### src/rtl/patbuf_ctrl_if.sv
// Bundle of every non-clock/reset signal of the pattern field buffer
// controller: host fill stream, host drain stream, core handshake and the
// 1R1W field memory ports.
//
//   slave  : the controller side (patbuf_ctrl)
//   master : the environment side (host streams, pat core, field memory)
//
// Signal summary (controller view):
//   in_valid/in_ready/in_data          fill stream, one field per handshake
//   out_valid/out_ready/out_data/last  drain stream, out_last on field NF-1
//   bufp/core_go/core_busy/core_done   core ownership handshake
//   core_re/fieldp/field_in            core read request, index and data
//   core_we/fieldwp/core_wdata         core write request, index and data
//   mem_re/mem_radr/mem_rdata          memory read port (1-cycle latency)
//   mem_we/mem_wadr/mem_wdata          memory write port
//   occ                                buffers not free (0..NBUF)
interface patbuf_ctrl_if #(
   parameter int bufp_width   = 3,
   parameter int fieldp_width = 5,
   parameter int buffer_width = 8
);
   logic                                 in_valid;
   logic                                 in_ready;
   logic [buffer_width-1:0]              in_data;
   logic                                 out_valid;
   logic                                 out_ready;
   logic [buffer_width-1:0]              out_data;
   logic                                 out_last;
   logic [bufp_width-1:0]                bufp;
   logic                                 core_go;
   logic                                 core_busy;
   logic                                 core_done;
   logic                                 core_re;
   logic [fieldp_width-1:0]              fieldp;
   logic [fieldp_width-1:0]              fieldwp;
   logic                                 core_we;
   logic [buffer_width-1:0]              core_wdata;
   logic [buffer_width-1:0]              field_in;
   logic                                 mem_re;
   logic [bufp_width+fieldp_width-1:0]   mem_radr;
   logic [buffer_width-1:0]              mem_rdata;
   logic                                 mem_we;
   logic [bufp_width+fieldp_width-1:0]   mem_wadr;
   logic [buffer_width-1:0]              mem_wdata;
   logic [bufp_width:0]                  occ;

   modport slave (
      input  in_valid, in_data, out_ready, core_done, core_re, fieldp,
             fieldwp, core_we, core_wdata, mem_rdata,
      output in_ready, out_valid, out_data, out_last, bufp, core_go,
             core_busy, field_in, mem_re, mem_radr, mem_we, mem_wadr,
             mem_wdata, occ
   );

   modport master (
      output in_valid, in_data, out_ready, core_done, core_re, fieldp,
             fieldwp, core_we, core_wdata, mem_rdata,
      input  in_ready, out_valid, out_data, out_last, bufp, core_go,
             core_busy, field_in, mem_re, mem_radr, mem_we, mem_wadr,
             mem_wdata, occ
   );
endinterface

### src/rtl/patbuf_ctrl.sv
// Buffer-ring controller for the pattern field buffer. Owns a 1R1W memory of
// NBUF buffers x NF fields and moves every buffer through host fill -> core
// processing -> host drain in strict ring order. The core always wins the
// memory ports over the stream engines.
//
// Ports:
//   clk    clock, all state changes on posedge
//   reset  asynchronous active-low reset
//   bus    patbuf_ctrl_if.slave: fill/drain streams, core handshake, memory
//
// Core FSM
//   state      | meaning
//   st_c_idle  | core owns nothing; waits for a filled buffer
//   st_c_run   | core owns bufp until core_done; core_go on first cycle
//
// Drain FSM
//   state      | meaning
//   st_d_idle  | no buffer being drained; waits for a processed buffer
//   st_d_run   | reading drain_buf into the skid FIFO until out_last leaves
module patbuf_ctrl #(
   parameter int bufp_width   = 3,
   parameter int fieldp_width = 5,
   parameter int buffer_width = 8
) (
   input logic          clk,
   input logic          reset,
   patbuf_ctrl_if.slave bus
);
   localparam int nbuf = 1 << bufp_width;
   localparam int nf   = 1 << fieldp_width;
   localparam int cw   = bufp_width + 1;
   localparam logic [fieldp_width-1:0] last_idx = fieldp_width'(nf - 1);
   localparam logic [cw-1:0]           nbuf_c   = cw'(nbuf);

   typedef enum logic {st_c_idle, st_c_run} core_state_t;
   typedef enum logic {st_d_idle, st_d_run} drain_state_t;

   core_state_t  core_state, core_state_nx;
   drain_state_t drain_state, drain_state_nx;

   logic [bufp_width-1:0]   fill_buf, core_buf, drain_buf;
   logic [fieldp_width-1:0] fill_idx, drain_rd_idx;
   logic                    drain_rd_all;
   logic [cw-1:0]           occ_q, ready_cnt, proc_cnt;
   logic                    core_first;

   logic                    rd_inflight, rd_inflight_last;
   logic [1:0]              sk_cnt;
   logic [buffer_width-1:0] sk_data0, sk_data1;
   logic                    sk_last0, sk_last1;

   logic core_busy, core_wr, core_rd;
   logic in_ready_c, fill_fire, fill_done;
   logic core_start, core_finish;
   logic drain_start, drain_done, drain_issue;
   logic out_valid_c, out_fire;
   logic [2:0] skid_load;
   logic [1:0] sk_cnt_popped;

   assign core_busy  = (core_state == st_c_run);
   assign core_wr    = core_busy && bus.core_we;
   assign core_rd    = core_busy && bus.core_re;

   // reset gates in_ready so no fill handshake can be seen while held in reset
   assign in_ready_c = reset && (occ_q < nbuf_c) && !core_wr;
   assign fill_fire  = bus.in_valid && in_ready_c;
   assign fill_done  = fill_fire && (fill_idx == last_idx);

   assign out_valid_c = (sk_cnt != 2'd0);
   assign out_fire    = out_valid_c && bus.out_ready;
   assign drain_done  = out_fire && sk_last0;

   // Occupancy after this cycle's pop: counting the pop lets the drain keep
   // one field per cycle while still never holding more than two fields.
   assign skid_load = {1'b0, sk_cnt} + {2'b00, rd_inflight} - {2'b00, out_fire};
   assign drain_issue = (drain_state == st_d_run) && !core_rd && !drain_rd_all
                        && (skid_load < 3'd2);

   always_comb begin
      core_state_nx = core_state;
      core_start    = 1'b0;
      core_finish   = 1'b0;
      case (core_state)
         st_c_idle: begin
            if (ready_cnt != '0) begin
               core_state_nx = st_c_run;
               core_start    = 1'b1;
            end
         end
         st_c_run: begin
            if (bus.core_done) begin
               core_state_nx = st_c_idle;
               core_finish   = 1'b1;
            end
         end
         default: core_state_nx = st_c_idle;
      endcase
   end

   always_comb begin
      drain_state_nx = drain_state;
      drain_start    = 1'b0;
      case (drain_state)
         st_d_idle: begin
            if (proc_cnt != '0) begin
               drain_state_nx = st_d_run;
               drain_start    = 1'b1;
            end
         end
         st_d_run: begin
            if (drain_done) drain_state_nx = st_d_idle;
         end
         default: drain_state_nx = st_d_idle;
      endcase
   end

   always_ff @(posedge clk or negedge reset) begin
      if (!reset) begin
         core_state  <= st_c_idle;
         drain_state <= st_d_idle;
      end else begin
         core_state  <= core_state_nx;
         drain_state <= drain_state_nx;
      end
   end

   always_ff @(posedge clk or negedge reset) begin
      if (!reset) begin
         fill_buf   <= '0;
         fill_idx   <= '0;
         core_buf   <= '0;
         drain_buf  <= '0;
         occ_q      <= '0;
         ready_cnt  <= '0;
         proc_cnt   <= '0;
         core_first <= 1'b0;
      end else begin
         if (fill_fire) fill_idx <= fill_idx + 1'b1;
         if (fill_done) fill_buf <= fill_buf + 1'b1;
         if (core_finish) core_buf <= core_buf + 1'b1;
         if (drain_done) drain_buf <= drain_buf + 1'b1;
         occ_q      <= occ_q + cw'(fill_done) - cw'(drain_done);
         ready_cnt  <= ready_cnt + cw'(fill_done) - cw'(core_start);
         proc_cnt   <= proc_cnt + cw'(core_finish) - cw'(drain_start);
         core_first <= core_start;
      end
   end

   always_ff @(posedge clk or negedge reset) begin
      if (!reset) begin
         drain_rd_idx     <= '0;
         drain_rd_all     <= 1'b0;
         rd_inflight      <= 1'b0;
         rd_inflight_last <= 1'b0;
      end else begin
         if (drain_start) begin
            drain_rd_idx <= '0;
            drain_rd_all <= 1'b0;
         end else if (drain_issue) begin
            drain_rd_idx <= drain_rd_idx + 1'b1;
            if (drain_rd_idx == last_idx) drain_rd_all <= 1'b1;
         end
         rd_inflight      <= drain_issue;
         rd_inflight_last <= drain_issue && (drain_rd_idx == last_idx);
      end
   end

   // Two-entry skid FIFO, head always in entry 0. A push lands in the first
   // slot still free after this cycle's pop.
   assign sk_cnt_popped = sk_cnt - {1'b0, out_fire};

   always_ff @(posedge clk or negedge reset) begin
      if (!reset) begin
         sk_cnt   <= 2'd0;
         sk_data0 <= '0;
         sk_data1 <= '0;
         sk_last0 <= 1'b0;
         sk_last1 <= 1'b0;
      end else begin
         if (out_fire) begin
            sk_data0 <= sk_data1;
            sk_last0 <= sk_last1;
         end
         if (rd_inflight) begin
            if (sk_cnt_popped == 2'd0) begin
               sk_data0 <= bus.mem_rdata;
               sk_last0 <= rd_inflight_last;
            end else begin
               sk_data1 <= bus.mem_rdata;
               sk_last1 <= rd_inflight_last;
            end
         end
         sk_cnt <= sk_cnt_popped + {1'b0, rd_inflight};
      end
   end

   assign bus.in_ready  = in_ready_c;
   assign bus.out_valid = out_valid_c;
   assign bus.out_data  = sk_data0;
   assign bus.out_last  = out_valid_c && sk_last0;
   assign bus.bufp      = core_buf;
   assign bus.core_busy = core_busy;
   assign bus.core_go   = core_busy && core_first;
   assign bus.field_in  = bus.mem_rdata;
   assign bus.occ       = occ_q;

   assign bus.mem_we    = core_wr || fill_fire;
   assign bus.mem_wadr  = core_wr ? {core_buf, bus.fieldwp} : {fill_buf, fill_idx};
   assign bus.mem_wdata = core_wr ? bus.core_wdata : bus.in_data;
   assign bus.mem_re    = core_rd || drain_issue;
   assign bus.mem_radr  = core_rd ? {core_buf, bus.fieldp} : {drain_buf, drain_rd_idx};
endmodule

### src/flat_wrapper.sv
// flat-port wrapper written by rule: the top's interface ports become plain ports
module patbuf_ctrl_flat 
#(
   parameter int bufp_width   = 3,
   parameter int fieldp_width = 5,
   parameter int buffer_width = 8
)
  (clk, reset, bus_in_valid, bus_in_data, bus_out_ready, bus_core_done, bus_core_re, bus_fieldp, bus_fieldwp, bus_core_we, bus_core_wdata, bus_mem_rdata, bus_in_ready, bus_out_valid, bus_out_data, bus_out_last, bus_bufp, bus_core_go, bus_core_busy, bus_field_in, bus_mem_re, bus_mem_radr, bus_mem_we, bus_mem_wadr, bus_mem_wdata, bus_occ);
  patbuf_ctrl_if #(.bufp_width(bufp_width), .fieldp_width(fieldp_width), .buffer_width(buffer_width)) bus_i ();
  input logic clk;
  input logic reset;
  input wire logic [$bits(bus_i.in_valid)-1:0] bus_in_valid;
  input wire logic [$bits(bus_i.in_data)-1:0] bus_in_data;
  input wire logic [$bits(bus_i.out_ready)-1:0] bus_out_ready;
  input wire logic [$bits(bus_i.core_done)-1:0] bus_core_done;
  input wire logic [$bits(bus_i.core_re)-1:0] bus_core_re;
  input wire logic [$bits(bus_i.fieldp)-1:0] bus_fieldp;
  input wire logic [$bits(bus_i.fieldwp)-1:0] bus_fieldwp;
  input wire logic [$bits(bus_i.core_we)-1:0] bus_core_we;
  input wire logic [$bits(bus_i.core_wdata)-1:0] bus_core_wdata;
  input wire logic [$bits(bus_i.mem_rdata)-1:0] bus_mem_rdata;
  output wire logic [$bits(bus_i.in_ready)-1:0] bus_in_ready;
  output wire logic [$bits(bus_i.out_valid)-1:0] bus_out_valid;
  output wire logic [$bits(bus_i.out_data)-1:0] bus_out_data;
  output wire logic [$bits(bus_i.out_last)-1:0] bus_out_last;
  output wire logic [$bits(bus_i.bufp)-1:0] bus_bufp;
  output wire logic [$bits(bus_i.core_go)-1:0] bus_core_go;
  output wire logic [$bits(bus_i.core_busy)-1:0] bus_core_busy;
  output wire logic [$bits(bus_i.field_in)-1:0] bus_field_in;
  output wire logic [$bits(bus_i.mem_re)-1:0] bus_mem_re;
  output wire logic [$bits(bus_i.mem_radr)-1:0] bus_mem_radr;
  output wire logic [$bits(bus_i.mem_we)-1:0] bus_mem_we;
  output wire logic [$bits(bus_i.mem_wadr)-1:0] bus_mem_wadr;
  output wire logic [$bits(bus_i.mem_wdata)-1:0] bus_mem_wdata;
  output wire logic [$bits(bus_i.occ)-1:0] bus_occ;
  assign bus_i.in_valid = bus_in_valid;
  assign bus_i.in_data = bus_in_data;
  assign bus_i.out_ready = bus_out_ready;
  assign bus_i.core_done = bus_core_done;
  assign bus_i.core_re = bus_core_re;
  assign bus_i.fieldp = bus_fieldp;
  assign bus_i.fieldwp = bus_fieldwp;
  assign bus_i.core_we = bus_core_we;
  assign bus_i.core_wdata = bus_core_wdata;
  assign bus_i.mem_rdata = bus_mem_rdata;
  assign bus_in_ready = bus_i.in_ready;
  assign bus_out_valid = bus_i.out_valid;
  assign bus_out_data = bus_i.out_data;
  assign bus_out_last = bus_i.out_last;
  assign bus_bufp = bus_i.bufp;
  assign bus_core_go = bus_i.core_go;
  assign bus_core_busy = bus_i.core_busy;
  assign bus_field_in = bus_i.field_in;
  assign bus_mem_re = bus_i.mem_re;
  assign bus_mem_radr = bus_i.mem_radr;
  assign bus_mem_we = bus_i.mem_we;
  assign bus_mem_wadr = bus_i.mem_wadr;
  assign bus_mem_wdata = bus_i.mem_wdata;
  assign bus_occ = bus_i.occ;
  patbuf_ctrl #(.bufp_width(bufp_width), .fieldp_width(fieldp_width), .buffer_width(buffer_width)) u_core (.clk(clk), .reset(reset), .bus(bus_i));
endmodule
### config.mk
export PLATFORM = sky130hd
export DESIGN_NAME = patbuf_ctrl_flat
export DESIGN_NICKNAME = d
export VERILOG_FILES = /design/src/rtl/patbuf_ctrl_if.sv /design/src/rtl/patbuf_ctrl.sv /design/src/flat_wrapper.sv
export SDC_FILE = /design/constraint.sdc
export NUM_CORES = 1
export LEC_CHECK = 0
export ABC_AREA = 1
export BUFFER_PORTS_ARGS = -buffer_cell sky130_fd_sc_hd__buf_4
export CAP_MARGIN = 20
export CORE_MARGIN = 2
export CORE_UTILIZATION = 45
export CTS_CLUSTER_SIZE = 40
export DETAILED_ROUTE_END_ITERATION = 7
export PLACE_DENSITY = 0.8
export SYNTH_ARGS = -nofsm -noshare
export SYNTH_HDL_FRONTEND = slang
export SYNTH_SLANG_ARGS = --single-unit
### constraint.sdc
create_clock -name clk -period 7.35 [get_ports clk]
set_clock_uncertainty 0.15 [all_clocks]
set_input_delay 1.47 -clock clk [delete_from_list [all_inputs] [get_ports clk]]
set_output_delay 1.47 -clock clk [all_outputs]
set_load 0.03 [all_outputs]
==> results of run 1 <==
## cells in the mapped netlist, drive strengths merged
cell    number  share of area [%]
a21oi        8                1.2
buf         14                3.7
clkbuf       2               0.22
dfrtp       57                 42
fa           4                2.4
ha          23                8.5
inv         63                7.0
mux2         2               0.66
nand2      145                 17
nand3       18                3.0
nand3b       2               0.44
nand4        2               0.37
nor2        15                2.7
o21ai       32                6.6
xnor2        7                2.0
xor2         8                2.1
## power by group
part / total (mW) / internal [mW] / switching (mW)
combinational: 0.919 / 0.353 / 0.566
sequential: 0.531 / 0.442 / 0.0892
clock: 0.255 / 0.139 / 0.116
## per-stage QoR
step,power (mW),setup WS (ps),cell area [um2],cells
2_1_floorplan,1.20,2730,3400,402
3_3_place_gp,1.41,2240,4090,579
3_5_place_dp,1.46,2180,4090,579
4_1_cts,1.73,2170,4270,595
5_1_grt,1.85,1930,4270,595
6_report,1.70,2150,4270,595
## state kept, by name, indices dropped and copies added (netlist names), 2 cells and up
register / count
u_core.bus.out_data: 8
u_core.sk_data1: 8
u_core.drain_rd_idx: 5
u_core.fill_idx: 5
u_core.bus.occ: 4
u_core.proc_cnt: 4
u_core.ready_cnt: 4
u_core.bus.bufp: 3
u_core.drain_buf: 3
u_core.fill_buf: 3
u_core.sk_cnt: 2
## per-layer routing
| metal | up-vias | global-route usage [%] | wire length, um |
|---|---|---|---|
| li1 | 1405 | - | - |
| met1 | 1280 | 19.4 | 2790 |
| met2 | 84 | 30.3 | 3470 |
| met3 | 10 | 3.84 | 442 |
| met4 | 0 | 7.58 | 106 |
| met5 | - | 0 | 0 |
## critical path, delay by kind of cell
family | cells | cell delay (ps)
buffers and inverters | 4 | 600
adders and majority gates | 1 | 520
and+or+nand+nor | 5 | 880
AOI/OAI and AO/OA | 1 | 100
## final cells by class
type | instances | area share [%]
Multi-Input combinational cell | 266 | 37.5
Sequential cell | 57 | 33.4
Timing Repair Buffer | 94 | 16.5
Inverter | 63 | 5.54
Clock buffer | 13 | 3.73
Tap cell | 99 | 2.90
Clock inverter | 3 | 0.352
## path summary, 6_finish.rpt
path	start	endpoint	slack [ps]
max	bus_out_ready	bus_mem_re	2150
min reg2reg	u_core.sk_data1[5]$_DFFE_PN0P_	u_core.sk_data1[5]$_DFFE_PN0P_	330
max in group asynchronous	reset	u_core.drain_buf[0]$_DFFE_PN0P_	5540
max reg2reg	u_core.sk_cnt[1]$_DFF_PN0_	u_core.drain_rd_idx[2]$_DFFE_PN0P_	4480
min in group asynchronous	reset	u_core.bus.out_data[1]$_DFF_PN0_	1040
min	u_core.sk_data1[5]$_DFFE_PN0P_	u_core.sk_data1[5]$_DFFE_PN0P_	330
## kinds of logic after synthesis
kind of cell               after synthesis  share of synthesized area, %
xor gates and xnor gates                15                          4.09
adders and majority gates               27                          10.8
buffers and inverters                   79                          10.9
DFF                                     57                          42.0
and+or+nand+nor                        182                          23.7
AOI/OAI and AO/OA                       40                          7.77
muxes                                    2                         0.663
## cell usage in the layout (no fill, tap or decap), drive strengths merged
master,count
a21oi,8
buf,94
clkbuf,13
clkinv,3
dfrtp,57
fa,4
ha,23
inv,63
mux2,2
nand2,145
nand3,18
nand3b,2
nand4,2
nor2,15
o21ai,32
xnor2,7
xor2,8
==> results.md, run 1 <==
* Status: complete, no violations
* Mean Syn Cell Area at 8.45 um2
* Final core utilization at 58.5%
* TritonCTS buffer count at 9
* Starting density of the core at 46.6%
* CP Capture Type: output port
* Slew @ Worst Pin at 713 ps
* FP Rows at 31
* Clock net sink count at 57
* Number of port buffers at 94
* Chip width at 90.9 um
* Startpoint Class: input pin
* Vias in the first global route at 2614
* Pwr Density at 400 nW/um2
* Slew headroom at 52.5%
* Final setup viols at 0
* Die Area at 8260 um2
* Register area share after synthesis at 42.0%
* Total length of routed wires at 6.81 mm
* P&R area growth vs syn at 25.6%
* Global Route Usage Sum at 17.0%
* Pleak at 2.42 nW
* Hold-fix buffers, CTS at 0
* Synth unique cells at 29
* Reg2reg path depth at 11
* Setup CP Type: in2out
* # Post-CTS Setup Buffers at 0
* Area used by multi-input combinational logic at 1600 um2
* Wire per inst at 11.4 um
* WHS at 334 ps
* Yosys Warn Count at 0
* Largest net degree at the start of global routing at 59
* CP required at 5730 ps
* Boundary pin count at 95
* Synth Register Bits at 57
* Via count at 2779
* Drt drc at 0
* Fin. max-slew vios at 0
* PostCTS Resize Cnt at 0
* Clock Tree Buf Depth at 2
* Max-cap viol count at 0
* Final Cycle Share at 70.8%
* Initial DRT Pass Iterations at 4
* Mapped Cells at 402
* Synthesized net count at 470
* Hold Path Class: reg2reg
* Layout cells sized above 1 at 28.8%
* Antenna violations before repair at 0
* Nets at 559
* VDD IR-drop max at 0.176 mV
* CP Data Arrival Time at 3580 ps
* Hpwl dp at 5.20 mm
* # fillers at 684
* Diode count at 0
* Sequential Area at 1430 um2
* Fin. Hold Viols at 0
* Cell area after synthesis at 3400 um2
* Fmax at 192 MHz
* Total gr overflow at 0
* Crit-path most repeated cell: nand2_1
* Antenna-violating nets left at 0
* Hold depth at 2
* Post-route setup TNS at 0 ps
* CTS tree: done
* Crit path cell chain: buf_4 > nand2_1 > inv_2 > nor2_1 > o21ai_0 > fa_1 > nand3_1 > inv_1 > nand2_1 > nand2_1 > buf_4
* Core outline area at 7290 um2
* Slowest CP cell: fa_1
* 1st-iter DRT viols at 118
* Global-route wire length before repair at 11.4 mm
* Via density at 4.67
* Htree depth at 3
* Unrepaired setup endpoints after global routing: false
* Largest stage delay, worst path at 520 ps
* DIE HEIGHT at 90.9 um
* Worst-path clk slew at 60 ps
* CTS Root Cell: clkbuf_8
* Crit path max fanout at 12
* Clk_lat worst skew at 330 ps
* Gpl congestion at 0.800
* Final worst path period need at 5200 ps
Note: power is estimated with default switching activity, not from simulation.
==> run 2, diff against run 1 <==
--- a/config.mk
+++ b/config.mk
@@ -5,14 +5,14 @@
 export SDC_FILE = /design/constraint.sdc
 export NUM_CORES = 1
 export LEC_CHECK = 0
-export ABC_AREA = 1
+export ABC_AREA = 0
 export BUFFER_PORTS_ARGS = -buffer_cell sky130_fd_sc_hd__buf_4
 export CAP_MARGIN = 20
 export CORE_MARGIN = 2
 export CORE_UTILIZATION = 45
 export CTS_CLUSTER_SIZE = 40
 export DETAILED_ROUTE_END_ITERATION = 7
-export PLACE_DENSITY = 0.8
+export PLACE_DENSITY = 0.81
 export SYNTH_ARGS = -nofsm -noshare
 export SYNTH_HDL_FRONTEND = slang
 export SYNTH_SLANG_ARGS = --single-unit
==> constraint.sdc (replaced) <==
create_clock -name clk -period 5.4 [get_ports clk]
set_clock_uncertainty 0.15 [all_clocks]
set_input_delay 1.08 -clock clk [delete_from_list [all_inputs] [get_ports clk]]
set_output_delay 1.08 -clock clk [all_outputs]
set_load 0.03 [all_outputs]
==> results.md, run 2 <==
* Pleak at 2.11 nW (-13%)
* Diode count at 0 (unchanged)
* Final core utilization at 59.3% (+0.78 points)
* Slowest CP cell: fa_1
* Antenna violations before repair at 0 (unchanged)
* Wire per inst at 14.0 um (+22%)
* CP Capture Type: output port
* Starting density of the core at 46.2% (-0.40 points)
* Global-route wire length before repair at 10.6 mm (-6.9%)
* Drt drc at 0 (unchanged)
* Area used by multi-input combinational logic at 1490 um2 (-7.0%)
* Antenna-violating nets left at 0 (unchanged)
* Via count at 2291 (-18%)
* CP Data Arrival Time at 2740 ps (-840 ps)
* Commonest cells after routing, fill and taps aside: buf_4, dfrtp_1, mux2_2
* Reg2reg path depth at 11 (unchanged)
* Hold Path Class: reg2reg
* Core outline area at 6760 um2 (-7.3%)
* Final Cycle Share at 73.5%
* Hold-fix buffers, CTS at 0 (unchanged)
* Post-Synth XOR/XNOR Area at 6.10% (+2.0 points)
* TritonCTS buffer count at 9 (unchanged)
* Ys flop type: dfrtp_1
* Boundary pin count at 95 (unchanged)
* CTS tree: done
* Slew headroom at 52.5% (about the same)
* Mean Syn Cell Area at 11.3 um2 (+33%)
* Register area share after synthesis at 45.7% (+3.7 points)
* Status: complete, no violations
* Setup slack, reg-to-reg at 2370 ps (-2110 ps)
* Crit path cell chain: buf_4 > nand2_1 > nor2_1 > fa_1 > nor2b_1 > nand4_4 > nand2_1 > buf_4
* Worst-path clk slew at 60 ps (about the same)
* Largest family of logic cells by synthesized area: multiplexers
* Mux cell area share after synthesis at 14.0% (+13 points)
* Die Area at 7610 um2 (-7.8%)
* Number of synthesized flops with an enable pin at 0 (unchanged)
* Post-synthesis adder-cell area fraction at 11.8% (+0.96 points)
* CP required at 4170 ps (-1560 ps)
* Largest stage delay, worst path at 510 ps (about the same)
* Setup CP Type: in2out
* Vias in the first global route at 2417 (-7.5%)
* Number of port buffers at 94 (unchanged)
* Crit path launch: bus_out_ready
* Hold_sp: u_core.drain_buf[2]$_DFFE_PN0P_
* CTS Root Cell: clkbuf_8
* Clock Tree Buf Depth at 2 (unchanged)
* RR Endpoint: u_core.bus.occ[2]$_DFF_PN0_
* FP Rows at 30 (-3.2%)
* Cell area after synthesis at 3120 um2 (-8.1%)
* Synth Register Bits at 57 (unchanged)
* Mapped Cells at 277 (-31%)
* Top-area cell type share of the netlist area at 45.7% (+3.7 points)
* Startpoint Class: input pin
* Final worst path period need at 3970 ps
* Synthesized net count at 345 (-27%)
* Post-route setup TNS at 0 ps (unchanged)
* Clock net sink count at 57 (unchanged)
* Yosys Warn Count at 0 (unchanged)
* P&R area growth vs syn at 28.4%
* Unrepaired setup endpoints after global routing: false
* Global Route Usage Sum at 18.2% (+1.1 points)
* Reg2reg start: u_core.sk_cnt[1]$_DFF_PN0_
* Final setup viols at 0 (unchanged)
* Leading area contributor after synthesis: dfrtp_1
* Leading cell type by number of instances after synthesis: dfrtp_1
* Clk_lat worst skew at 330 ps (about the same)
* Nets at 437 (-22%)
* Synth unique cells at 33 (+14%)
* Max-cap viol count at 0 (unchanged)
* Slew @ Worst Pin at 713 ps (+0.488 ps)
* Total gr overflow at 0 (unchanged)
* Fin. max-slew vios at 0 (unchanged)
* PostCTS Resize Cnt at 0 (unchanged)
* Crit path max fanout at 11 (-1)
* Via density at 5.05 (+8.0%)
* Sequential Area at 1430 um2 (unchanged)
* # fillers at 554 (-19%)
* Chip width at 87.3 um (-4.0%)
* Pwr Density at 574 nW/um2 (+44%)
* VDD IR-drop max at 0.335 mV (+90%)
* Post-synth ARST share at 100% (unchanged)
* CP endpoint: bus_mem_re
* Synth top area cells: dfrtp_1, mux2_2, ha_1, nand2_1, xnor2_1
* Synth top cells by count: dfrtp_1, mux2_2, nand2_1
* Fin. Hold Viols at 0 (unchanged)
* Synth Area in Compound Gates at 5.50% (-2.3 points)
* Total length of routed wires at 6.35 mm (-6.8%)
* Most common cell after layout, fill and taps aside: buf_4
* Gpl congestion at 0.779 (-2.5%)
* 1st-iter DRT viols at 89 (-25%)
* Fmax at 252 MHz
* Layout cells sized above 1 at 41.7% (+13 points)
* Hpwl dp at 4.85 mm (-6.8%)
* Initial DRT Pass Iterations at 4 (unchanged)
* Post-synthesis simple-gate area fraction at 10.2% (-14 points)
* DIE HEIGHT at 87.3 um (-4.0%)
* Largest net degree at the start of global routing at 60 (+1.7%)
* Htree depth at 3 (unchanged)
* # Post-CTS Setup Buffers at 0 (unchanged)
-- run 2: cell count changes after synthesis, moves of 3 or more --
cell     delta
xor2_1      -3
and2_1      +3
a21o_1      +6
a31oi_1    +10
nand2_1   -105
mux2_2     +36
inv_1      -31
o21ai_2    -17
xnor2_1     +7
o21ai_0    -12
nand3_1    -13
-- run 2: report_power, final --
group / internal (mW) / switching [mW]
clock: 0.189 / 0.159
combinational: 0.524 / 0.665
sequential: 0.612 / 0.151
total: 1.32 / 0.976
-- run 2: layer usage --
| metal | GRT usage [%] | share of wire, % |
|---|---|---|
| met1 | 20.6 | 41 |
| met4 | 5.45 | 1.8 |
| met2 | 31.1 | 49 |
| met3 | 7.58 | 8.3 |
| met5 | 0 | 0 |
-- run 2: critical path: cells and delay by family --
family	cells	cell delay, ps
fa+ha+maj	1	510
buf+inv	2	280
simple gates	5	870
-- run 2: worst min path at each step --
stage	end	slack (ps)	depth (start not counted)
CTS	u_core.drain_buf[2]$_DFFE_PN0P_	330	1
global placement	u_core.drain_buf[2]$_DFFE_PN0P_	310	1
detailed placement	u_core.drain_buf[2]$_DFFE_PN0P_	310	1
floorplan	u_core.fill_buf[2]$_DFFE_PN0N_	290	1
finish	u_core.drain_buf[2]$_DFFE_PN0P_	330	1
global route	u_core.fill_buf[2]$_DFFE_PN0N_	340	1
-- run 2: cell type report --
cell class | instances | area share [%]
clock inverter | 3 | 0.375
timing repair buffer | 94 | 17.6
inverter | 30 | 2.81
multi-input combinational | 177 | 37.1
tap | 80 | 2.50
clock buffer | 13 | 3.97
sequential | 57 | 35.6
-- run 2: cell families after synthesis --
| family | after synthesis |
|---|---|
| DFF | 57 |
| and+or+nand+nor | 65 |
| adders and majority gates | 27 |
| xor gates and xnor gates | 20 |
| AOI/OAI and AO/OA | 26 |
| buffers and inverters | 43 |
| muxes | 39 |
-- run 2: stage by stage --
stage / cells / instance area, um2 / power [mW] / setup slack [ps] / hold WS (ps)
2_1_floorplan: 277 / 3120 / 1.59 / 1700 / 290
3_3_place_gp: 438 / 3830 / 1.91 / 1460 / 308
3_5_place_dp: 438 / 3830 / 1.97 / 1450 / 310
4_1_cts: 454 / 4010 / 2.33 / 1430 / 328
5_1_grt: 454 / 4010 / 2.48 / 1290 / 337
6_report: 454 / 4010 / 2.30 / 1430 / 325
==> run 3, diff against run 2 <==
==> constraint.sdc (replaced) <==
create_clock -name clk -period 3.8 [get_ports clk]
set_clock_uncertainty 0.15 [all_clocks]
set_input_delay 0.76 -clock clk [delete_from_list [all_inputs] [get_ports clk]]
set_output_delay 0.76 -clock clk [all_outputs]
set_load 0.03 [all_outputs]
==> results.md, run 3 (synthesized netlist as in run 2, its figures left out) <==
* Met1 WL at 2.75 mm (+6.9%)
* Crit path max fanout at 7 (-4)
* Max-cap viol count at 0 (unchanged)
* Global-route wire length before repair at 10.8 mm (+1.6%)
* Crit-path most repeated cell: nand2_1
* Total gr overflow at 0 (unchanged)
* Layout cells sized above 1 at 42.6% (+0.84 points)
* CP Data Arrival Time at 2460 ps (-280 ps)
* CP required at 2890 ps (-1280 ps)
* Fin. Hold Viols at 0 (unchanged)
* Nets at 439 (+0.46%)
* Wire per inst at 14.1 um (+0.67%)
* Crit path cell chain: or2_2 > nand2_1 > nor2_1 > fa_1 > nor2b_1 > nand4_4 > nand2_1 > buf_4
* Commonest cells after routing, fill and taps aside: buf_4, dfrtp_1, mux2_2
* DIE HEIGHT at 87.3 um (unchanged)
* Pleak at 2.14 nW (+1.5%)
* 1st-iter DRT viols at 102 (+15%)
* P&R area growth vs syn at 30.6%
* Clock Tree Buf Depth at 2 (unchanged)
* Slowest CP cell: fa_1
* Final Cycle Share at 88.7%
* CTS Root Cell: clkbuf_8
* Fin. max-slew vios at 0 (unchanged)
* Hold-fix buffers, CTS at 0 (unchanged)
* Global Route Usage Sum at 18.5% (+0.35 points)
* Clock net sink count at 57 (unchanged)
* Sequential Area at 1430 um2 (unchanged)
* Chip width at 87.3 um (unchanged)
* Die Area at 7610 um2 (unchanged)
* Clk_lat worst skew at 340 ps (about the same)
* Htree depth at 3 (unchanged)
* Total power at 3.42 mW (+49%)
* CP Capture Type: output port
* Routed met2 length at 3.07 mm (-2.2%)
* Pwr Density at 840 nW/um2 (+46%)
* Largest stage delay, worst path at 510 ps (about the same)
* Most common cell after layout, fill and taps aside: buf_4
* Hold Path Class: reg2reg
* Via density at 5.04 (about the same)
* Setup CP Type: reg2out
* Largest net degree at the start of global routing at 58 (-3.3%)
* Area used by multi-input combinational logic at 1490 um2 (unchanged)
* Worst-path clk slew at 70 ps (about the same)
* Starting density of the core at 46.2% (unchanged)
* Via count at 2299 (+0.35%)
* Number of port buffers at 94 (unchanged)
* DR top layer: met4
* Post-route setup TNS at 0 ps (unchanged)
* Slew @ Worst Pin at 697 ps (-15.7 ps)
* VDD IR-drop max at 0.388 mV (+16%)
* Total length of routed wires at 6.42 mm (+1.1%)
* Startpoint Class: flip-flop
* TritonCTS buffer count at 9 (unchanged)
* Status: complete, no violations
* Vias in the first global route at 2433 (+0.66%)
* # Post-CTS Setup Buffers at 0 (unchanged)
* Unrepaired setup endpoints after global routing: false
* CTS tree: done
* Diode count at 0 (unchanged)
* FP Rows at 30 (unchanged)
* # fillers at 569 (+2.7%)
* Drt drc at 0 (unchanged)
* Setup slack, reg-to-reg at 920 ps (-1450 ps)
* Met3 routed WL at 540 um (+2.9%)
* Hpwl dp at 4.93 mm (+1.7%)
* Initial DRT Pass Iterations at 4 (unchanged)
* Core outline area at 6760 um2 (unchanged)
* Slew headroom at 53.5% (+1.0 points)
* Fmax at 297 MHz
* Final setup viols at 0 (unchanged)
* Gpl congestion at 0.770 (-1.2%)
* Antenna-violating nets left at 0 (unchanged)
* Boundary pin count at 95 (unchanged)
* Antenna violations before repair at 0 (unchanged)
* PostCTS Resize Cnt at 0 (unchanged)
* Final worst path period need at 3370 ps
==> run 3: changes by cell type in the layout (fill, tap and decap cells not counted), sizes merged <==
cell	change
clkbuf	-2
clkinvlp	+1
clkinv	-1
buf	+2
bufinv	+2
==> run 3: final cells by class <==
class / count / share of cell area (%)
clock inverters: 5 / 1.90
repair buffers: 96 / 17.7
multi-input cells: 177 / 36.5
inverters: 30 / 2.76
flip-flops and latches: 57 / 35.0
well taps: 80 / 2.46
clock buffers: 11 / 3.72
==> run 3: critical path, delay by kind of cell, from the launching register on <==
family                   cells  cell delay [ps]
AND/OR/NAND/NOR              6              980
adder cells (fa/ha/maj)      1              510
flip-flops                   1              470
buffers and inverters        1              160
==> run 3: metrics by stage <==
step | cell area [um2] | utilization, % | hold slack, ps | worst slack (ps) | std cells
final | 4080 | 60.3 | 331 | 430 | 456
after global routing | 4080 | 60.3 | 352 | 250 | 456
after CTS | 4080 | 60.3 | 328 | 400 | 456
after detailed placement | 3850 | 56.9 | 315 | 678 | 440
after global placement | 3850 | 56.9 | 308 | 681 | 440
after floorplan | 3120 | - | 290 | 583 | 277
==> run 3: path summary, 6_finish.rpt <==
kind / start / end / depth (start not counted)
max: u_core.sk_cnt[1]$_DFF_PN0_ / bus_mem_re / 8
min: u_core.drain_buf[2]$_DFFE_PN0P_ / u_core.drain_buf[2]$_DFFE_PN0P_ / 1
max reg2reg: u_core.sk_cnt[1]$_DFF_PN0_ / u_core.bus.occ[2]$_DFF_PN0_ / 12
min reg2reg: u_core.drain_buf[2]$_DFFE_PN0P_ / u_core.drain_buf[2]$_DFFE_PN0P_ / 1
max in group asynchronous: reset / u_core.bus.out_data[5]$_DFF_PN0_ / 2
min in group asynchronous: reset / u_core.bus.occ[0]$_DFF_PN0_ / 2
==> run 3: power breakdown <==
part           internal (mW)  switching, mW  total (mW)  leakage (nW)
clock                  0.402          0.238       0.640         0.115
combinational          0.749          0.948        1.70          1.32
sequential             0.869          0.216        1.08         0.705
==> run 3: layer usage <==
layer | track usage [%] | vias up
met5 | 0 | -
met4 | 6.85 | 0
met3 | 6.54 | 8
met2 | 30.4 | 99
met1 | 22.4 | 1087
li1 | - | 1105
